$ cat config.mk
export PLATFORM = sky130hd
export DESIGN_NAME = rv32i_lsu_ctrl
export DESIGN_NICKNAME = d
export VERILOG_FILES = /design/src/rtl/rv32i_lsu_ctrl.sv
export SDC_FILE = /design/constraint.sdc
export NUM_CORES = 1
export LEC_CHECK = 0
export ABC_AREA = 1
export CORE_MARGIN = 2
export CORE_UTILIZATION = 35
export CTS_CLUSTER_DIAMETER = 60
export CTS_CLUSTER_SIZE = 20
export DETAILED_ROUTE_END_ITERATION = 16
export PLACE_DENSITY = 0.68
export SLEW_MARGIN = 20
export SYNTH_ARGS = -nofsm -noshare
export SYNTH_HDL_FRONTEND = slang
export SYNTH_SLANG_ARGS = --single-unit
$ cat constraint.sdc
create_clock -name clk_i -period 1.7 [get_ports clk_i]
set_input_delay 0.425 -clock clk_i [delete_from_list [all_inputs] [get_ports clk_i]]
set_output_delay 0.425 -clock clk_i [all_outputs]
set_load 0.02 [all_outputs]
$ cat src/rtl/rv32i_lsu_ctrl.sv
// RV32I load/store controller: one memory op at a time over a req/gnt/rvalid data bus.
// Optional macro RV32I_LSU_MISALIGN_EXC_EN traps misaligned HALF/WORD accesses before the bus.
module rv32i_lsu_ctrl #(
  parameter int unsigned TIMEOUT_CYCLES = 64,
  parameter int unsigned ADDR_W         = 32
) (
  input  logic              clk_i,
  input  logic              rst_i,
  input  logic              req_valid_i,
  output logic              req_ready_o,
  input  logic              req_write_i,
  input  logic [1:0]        req_size_i,
  input  logic              req_unsigned_i,
  input  logic [ADDR_W-1:0] req_addr_i,
  input  logic [31:0]       req_wdata_i,
  input  logic [4:0]        req_rd_i,
  output logic              rsp_valid_o,
  output logic [31:0]       rsp_rdata_o,
  output logic [4:0]        rsp_rd_o,
  output logic              rsp_error_o,
  output logic              rsp_misaligned_o,
  output logic              busy_o,
  output logic              dmem_req_o,
  output logic              dmem_we_o,
  output logic [ADDR_W-1:0] dmem_addr_o,
  output logic [3:0]        dmem_be_o,
  output logic [31:0]       dmem_wdata_o,
  input  logic              dmem_gnt_i,
  input  logic              dmem_rvalid_i,
  input  logic [31:0]       dmem_rdata_i,
  input  logic              dmem_err_i
);

  typedef enum logic [1:0] {S_IDLE, S_REQ, S_WAIT, S_RESP} state_e;

  localparam logic [1:0]  SZ_BYTE = 2'b00;
  localparam logic [1:0]  SZ_HALF = 2'b01;
  localparam logic [1:0]  SZ_WORD = 2'b10;
  localparam int unsigned CNT_W   = (TIMEOUT_CYCLES > 0) ? $clog2(TIMEOUT_CYCLES + 1) : 1;

  state_e             state_q;
  logic [CNT_W-1:0]   cnt_q;
  logic               write_q, uns_q;
  logic [1:0]         size_q, off_q;
  logic [4:0]         rd_q;
  logic               dmem_req_q, dmem_we_q;
  logic [ADDR_W-1:0]  dmem_addr_q;
  logic [3:0]         dmem_be_q;
  logic [31:0]        dmem_wdata_q;
  logic               rsp_valid_q, rsp_error_q, rsp_mis_q;
  logic [31:0]        rsp_rdata_q;

  // Decode of the incoming request, used only on the accept edge.
  logic [1:0]  acc_off;
  logic [3:0]  acc_be;
  logic [31:0] acc_wdata;
  logic        acc_reserved, acc_misaligned;
  // Load lane extraction from the live bus word using the latched request.
  logic [31:0] ld_shift, ld_data;
  logic        timeout_hit;

  always_comb begin
    // NOTE: every always_comb output gets a default first so no path can infer a latch.
    acc_off        = 2'b00;
    acc_be         = 4'b1111;
    acc_wdata      = req_wdata_i;
    acc_reserved   = 1'b0;
    acc_misaligned = 1'b0;
    case (req_size_i)
      SZ_BYTE: begin
        acc_off   = req_addr_i[1:0];
        acc_be    = 4'b0001 << req_addr_i[1:0];
        acc_wdata = {4{req_wdata_i[7:0]}};
      end
      SZ_HALF: begin
        acc_off   = {req_addr_i[1], 1'b0};
        acc_be    = 4'b0011 << {req_addr_i[1], 1'b0};
        acc_wdata = {2{req_wdata_i[15:0]}};
      end
      SZ_WORD: ;
      default: acc_reserved = 1'b1;
    endcase
`ifdef RV32I_LSU_MISALIGN_EXC_EN
    acc_misaligned = ((req_size_i == SZ_HALF) && req_addr_i[0]) ||
                     ((req_size_i == SZ_WORD) && (req_addr_i[1:0] != 2'b00));
`else
    acc_misaligned = 1'b0;
`endif

    ld_shift = dmem_rdata_i >> {off_q, 3'b000};
    case (size_q)
      SZ_BYTE: ld_data = {{24{~uns_q & ld_shift[7]}}, ld_shift[7:0]};
      SZ_HALF: ld_data = {{16{~uns_q & ld_shift[15]}}, ld_shift[15:0]};
      default: ld_data = ld_shift;
    endcase
  end

  assign timeout_hit = (TIMEOUT_CYCLES != 0) && (cnt_q == CNT_W'(TIMEOUT_CYCLES));

  // NOTE: sequential state uses non-blocking assignments only; reset is sampled on the clock edge.
  always_ff @(posedge clk_i) begin
    if (rst_i) begin
      state_q      <= S_IDLE;
      cnt_q        <= '0;
      write_q      <= 1'b0;
      uns_q        <= 1'b0;
      size_q       <= 2'b00;
      off_q        <= 2'b00;
      rd_q         <= 5'd0;
      dmem_req_q   <= 1'b0;
      dmem_we_q    <= 1'b0;
      dmem_addr_q  <= '0;
      dmem_be_q    <= 4'b0000;
      dmem_wdata_q <= 32'd0;
      rsp_valid_q  <= 1'b0;
      rsp_error_q  <= 1'b0;
      rsp_mis_q    <= 1'b0;
      rsp_rdata_q  <= 32'd0;
    end else begin
      case (state_q)
        S_IDLE: if (req_valid_i) begin
          cnt_q   <= '0;
          write_q <= req_write_i;
          uns_q   <= req_unsigned_i;
          size_q  <= req_size_i;
          off_q   <= acc_off;
          rd_q    <= req_write_i ? 5'd0 : req_rd_i;
          if (acc_reserved || acc_misaligned) begin
            state_q     <= S_RESP;
            rsp_valid_q <= 1'b1;
            rsp_error_q <= acc_reserved;
            rsp_mis_q   <= acc_misaligned & ~acc_reserved;
            rsp_rdata_q <= 32'd0;
          end else begin
            state_q      <= S_REQ;
            dmem_req_q   <= 1'b1;
            dmem_we_q    <= req_write_i;
            dmem_addr_q  <= {req_addr_i[ADDR_W-1:2], 2'b00};
            dmem_be_q    <= acc_be;
            dmem_wdata_q <= acc_wdata;
          end
        end
        S_REQ: begin
          cnt_q <= cnt_q + 1'b1;
          if (dmem_gnt_i) begin
            dmem_req_q <= 1'b0;
            state_q    <= S_WAIT;
          end else if (timeout_hit) begin
            dmem_req_q  <= 1'b0;
            state_q     <= S_RESP;
            rsp_valid_q <= 1'b1;
            rsp_error_q <= 1'b1;
            rsp_rdata_q <= 32'd0;
          end
        end
        S_WAIT: begin
          cnt_q <= cnt_q + 1'b1;
          if (dmem_rvalid_i) begin
            state_q     <= S_RESP;
            rsp_valid_q <= 1'b1;
            rsp_error_q <= dmem_err_i;
            rsp_rdata_q <= (dmem_err_i || write_q) ? 32'd0 : ld_data;
          end else if (timeout_hit) begin
            state_q     <= S_RESP;
            rsp_valid_q <= 1'b1;
            rsp_error_q <= 1'b1;
            rsp_rdata_q <= 32'd0;
          end
        end
        default: begin
          state_q     <= S_IDLE;
          rsp_valid_q <= 1'b0;
          rsp_error_q <= 1'b0;
          rsp_mis_q   <= 1'b0;
          rsp_rdata_q <= 32'd0;
        end
      endcase
    end
  end

  assign req_ready_o      = (state_q == S_IDLE);
  assign busy_o           = (state_q != S_IDLE);
  assign rsp_valid_o      = rsp_valid_q;
  assign rsp_rdata_o      = rsp_rdata_q;
  assign rsp_rd_o         = rd_q;
  assign rsp_error_o      = rsp_error_q;
  assign rsp_misaligned_o = rsp_mis_q;
  assign dmem_req_o       = dmem_req_q;
  assign dmem_we_o        = dmem_we_q;
  assign dmem_addr_o      = dmem_addr_q;
  assign dmem_be_o        = dmem_be_q;
  assign dmem_wdata_o     = dmem_wdata_q;

endmodule

==> key figures <==
Status
  • Outcome: complete, no violations

Timing
  • Period minus WS final: 1.621 ns
  • Fmax: 616.8 MHz
  • Worst hold margin: 0.4596 ns
  • Slew margin rel.: 55.82%
  • Fin. max-slew vios: 0
  • Setup slack after layout: 0.07881 ns
  • Clock skew: 0.01325 ns
  • Fin crit share: 95.36%
  • RSZ-0062 raised after global routing: no
  • Final Hold Violating Endpoints: 0
  • Slew @ Worst Pin: 0.6627 ns
  • Final setup viols: 0

Routing
  • Post-DRT Antenna Nets: 0
  • Via/cell ratio: 4.787
  • Initial DRC count: 312
  • Detailed Routing Iterations Pass 1: 5
  • Drt wl/cell: 14.77 um
  • Via count: 6347
  • WL final: 19.58 mm
  • DRC Markers: 0

Place
  • Placer Congestion: 0.8346
  • Place WS: -0.3605 ns
  • IO buf count: 219
  • Dpl hpwl: 14.25 mm

Yosys
  • Register area share after synthesis: 39.93%
  • Synth top cells by count: 188 x nand2_1, 122 x dfxtp_1, 98 x nor2_1
  • Synth async-reset ratio: 0%
  • #FFs+latches synth: 122
  • Dominant cells by area after synthesis: dfxtp_1 40%, nand2_1 12%, a21oi_1 7.0%, o21ai_0 6.5%, nor2_1 6.0%
  • Syn Area/Cell: 7.369 um^2
  • Post-synth top area share: 39.93%
  • Mapped cell area: 6116 um^2
  • Main synth FF type: dfxtp_1
  • Post-synth cell types: 39
  • Synth Warn #: 0
  • Synth area leader: dfxtp_1
  • Most frequent cell after synthesis: nand2_1
  • Post-synth EDFFs: 0
  • Syn Inst Count: 830

Critical path
  • CP Launch Type: flop
  • Worst EP arrival: 1.20 ns
  • Worst R2R Path Depth: 9
  • Nature of the critical path endpoint: output port
  • Worst endpoint required time: 1.27 ns
  • CP max FO: 3
  • Critical path class: flop to output port

Pwr
  • Peak supply drop: 0.0007292 V
  • Leak: 4.383 nW
  • Pwr dens: 1240 nW/um^2

Cells and area
  • Fillers: 1680
  • Share of layout cells above drive strength 1: 17.35%
  • Area Growth Syn to Fin: 54.50%
  • Ant diodes: 0
  • Layout Nets: 1207
  • Multi-input logic area: 3203 um^2
  • FF+latch area: 2446 um^2

Clocking
  • CTS root buf: clkbuf_16
  • Clock Path Buffers: 2
  • # clock sinks: 122
  • Total CTS buffers: 17
  • H-tree depth: 4
  • Reg clk slew, reported paths: 0.05 ns
  • Clk_lat worst skew: 0.42 ns
  • CTS tree: built

Job
  • Max_cap viols: 0

Die
  • Die ar.: 18550 um^2
  • Row count: 48
  • Starting Density: 35.61%
  • CORE AREA: 17180 um^2
  • IO Pins: 223
  • Horiz. Die Dim: 136.2 um
  • Die height: 136.2 um

Hold path
  • Hold depth: 2
  • Hold crit path type: flop to flop

GRT
  • Global Route met3 Usage: 7.830%
  • Vias in the first global route: 6280
  • GRT Total Usage: 21.40%
  • Global-route wire length before repair: 31.32 mm
  • Met1 usage: 25.75%
  • Layer carrying the most global-route usage: met2
  • Met2 Use GR: 35.59%
  • Initial antenna violation count: 0
  • Largest net degree at the start of global routing: 58
  • Remaining Overflow, GRT: 0
[worst max-delay path: stages, from the launching register on]
cell,delay [ns]
dfxtp_2,0.33
inv_2,0.05
ha_4,0.17
inv_1,0.07
buf_2,0.17
[flip-flops by register name (all words and copies together) (netlist names)]
signal and count:
dmem_wdata_o 32, dmem_be_o 4, rsp_error_o 1, state_q 2
size_q 2, uns_q 1, off_q 2, rsp_valid_o 1
rsp_rdata_o 32, dmem_we_o 1, write_q 1, rsp_rd_o 5
dmem_req_o 1, dmem_addr_o 30, cnt_q 7
[layer usage]
metal / vias up / wire length [um] / part of all wire, %
li1: 3260 / - / -
met1: 2838 / 8244 / 42
met2: 222 / 9293 / 47
met3: 27 / 1705 / 8.7
met4: 0 / 336 / 1.7
met5: - / 0 / 0
[power by group]
| part | switching [W] | leakage, nW | internal [W] |
|---|---|---|---|
| clock network | 0.00134 | 0.270 | 0.00219 |
| logic | 0.00276 | 3.11 | 0.00192 |
| registers | 0.000228 | 1.00 | 0.00329 |
| total | 0.00432 | 4.38 | 0.00740 |
[final cells by class]
type                    count  area share (%)
clock inverters            10           1.258
well taps                 225           2.979
inverters                  51           2.132
repair buffers            291           29.08
flip-flops and latches    122           25.89
clock buffers              21           4.767
multi-input cells         606           33.90
[cells in the final DEF, fill, tap and decap left out, types with 3 or more instances in the layout]
cell type and instances:
a21oi_1 84, a21oi_2 21, a31oi_1 8, buf_12 10, buf_2 3, buf_4 57
buf_6 3, clkbuf_1 3, clkbuf_16 18, clkdlybuf4s50_1 108, clkinvlp_4 3, conb_1 3
dfxtp_1 119, dfxtp_2 3, dlygate4sd2_1 107, ha_1 4, inv_1 38, inv_2 9
inv_6 3, nand2_1 187, nand2_2 3, nand2_4 11, nand3_1 53, nand3_2 13
nand3_4 3, nand4_1 5, nor2_1 98, nor2_4 6, o211ai_1 5, o211ai_2 5
o21ai_0 79, o21ai_1 5
[final timing paths]
| path | slack, ns | start | end |
|---|---|---|---|
| hold / removal | 0.46 | rsp_rdata_o[20] | rsp_rdata_o[20] |
| setup / recovery | 0.08 | state_q[0] | busy_o |
| hold reg to reg | 0.46 | rsp_rdata_o[20] | rsp_rdata_o[20] |
| setup reg to reg | 0.12 | state_q[1] | rsp_rdata_o[6] |
[per-stage QoR]
step | cell area [um^2] | cells | power (W) | util [%] | setup TNS [ns]
finish | 9449 | 1326 | 0.01172 | 55.01 | 0
global route | 9449 | 1326 | 0.01245 | 55.01 | 0
CTS | 9320 | 1323 | 0.01164 | 54.26 | -0.03793
detailed placement | 8861 | 1289 | 0.008304 | 51.59 | -25.92
global placement | 8861 | 1289 | 0.008301 | 51.59 | -24.44
floorplan | 6126 | 832 | 0.006327 | - | 0
[cell families (layout without fill, tap and decap cells)]
family / count (synthesis) / count (layout) / share of synthesized area [%]
and+or+nand+nor: 384 / 385 / 29.73
AOI/OAI and AO/OA: 211 / 211 / 19.84
buffers and inverters: 105 / 373 / 9.002
adders and majority gates: 7 / 7 / 1.432
DFF: 122 / 122 / 39.93
other: 1 / 3 / 0.06132
[repair_timing]
action	4_1_cts	5_1_grt
cloned	1	1
hold buffers	0	0
resized for setup	117	19
setup buffers	2	2
setup endpoints to repair	122	89
pin swaps	4	6
hold endpoints to repair	0	0
Power figures use the tool's default switching activity.
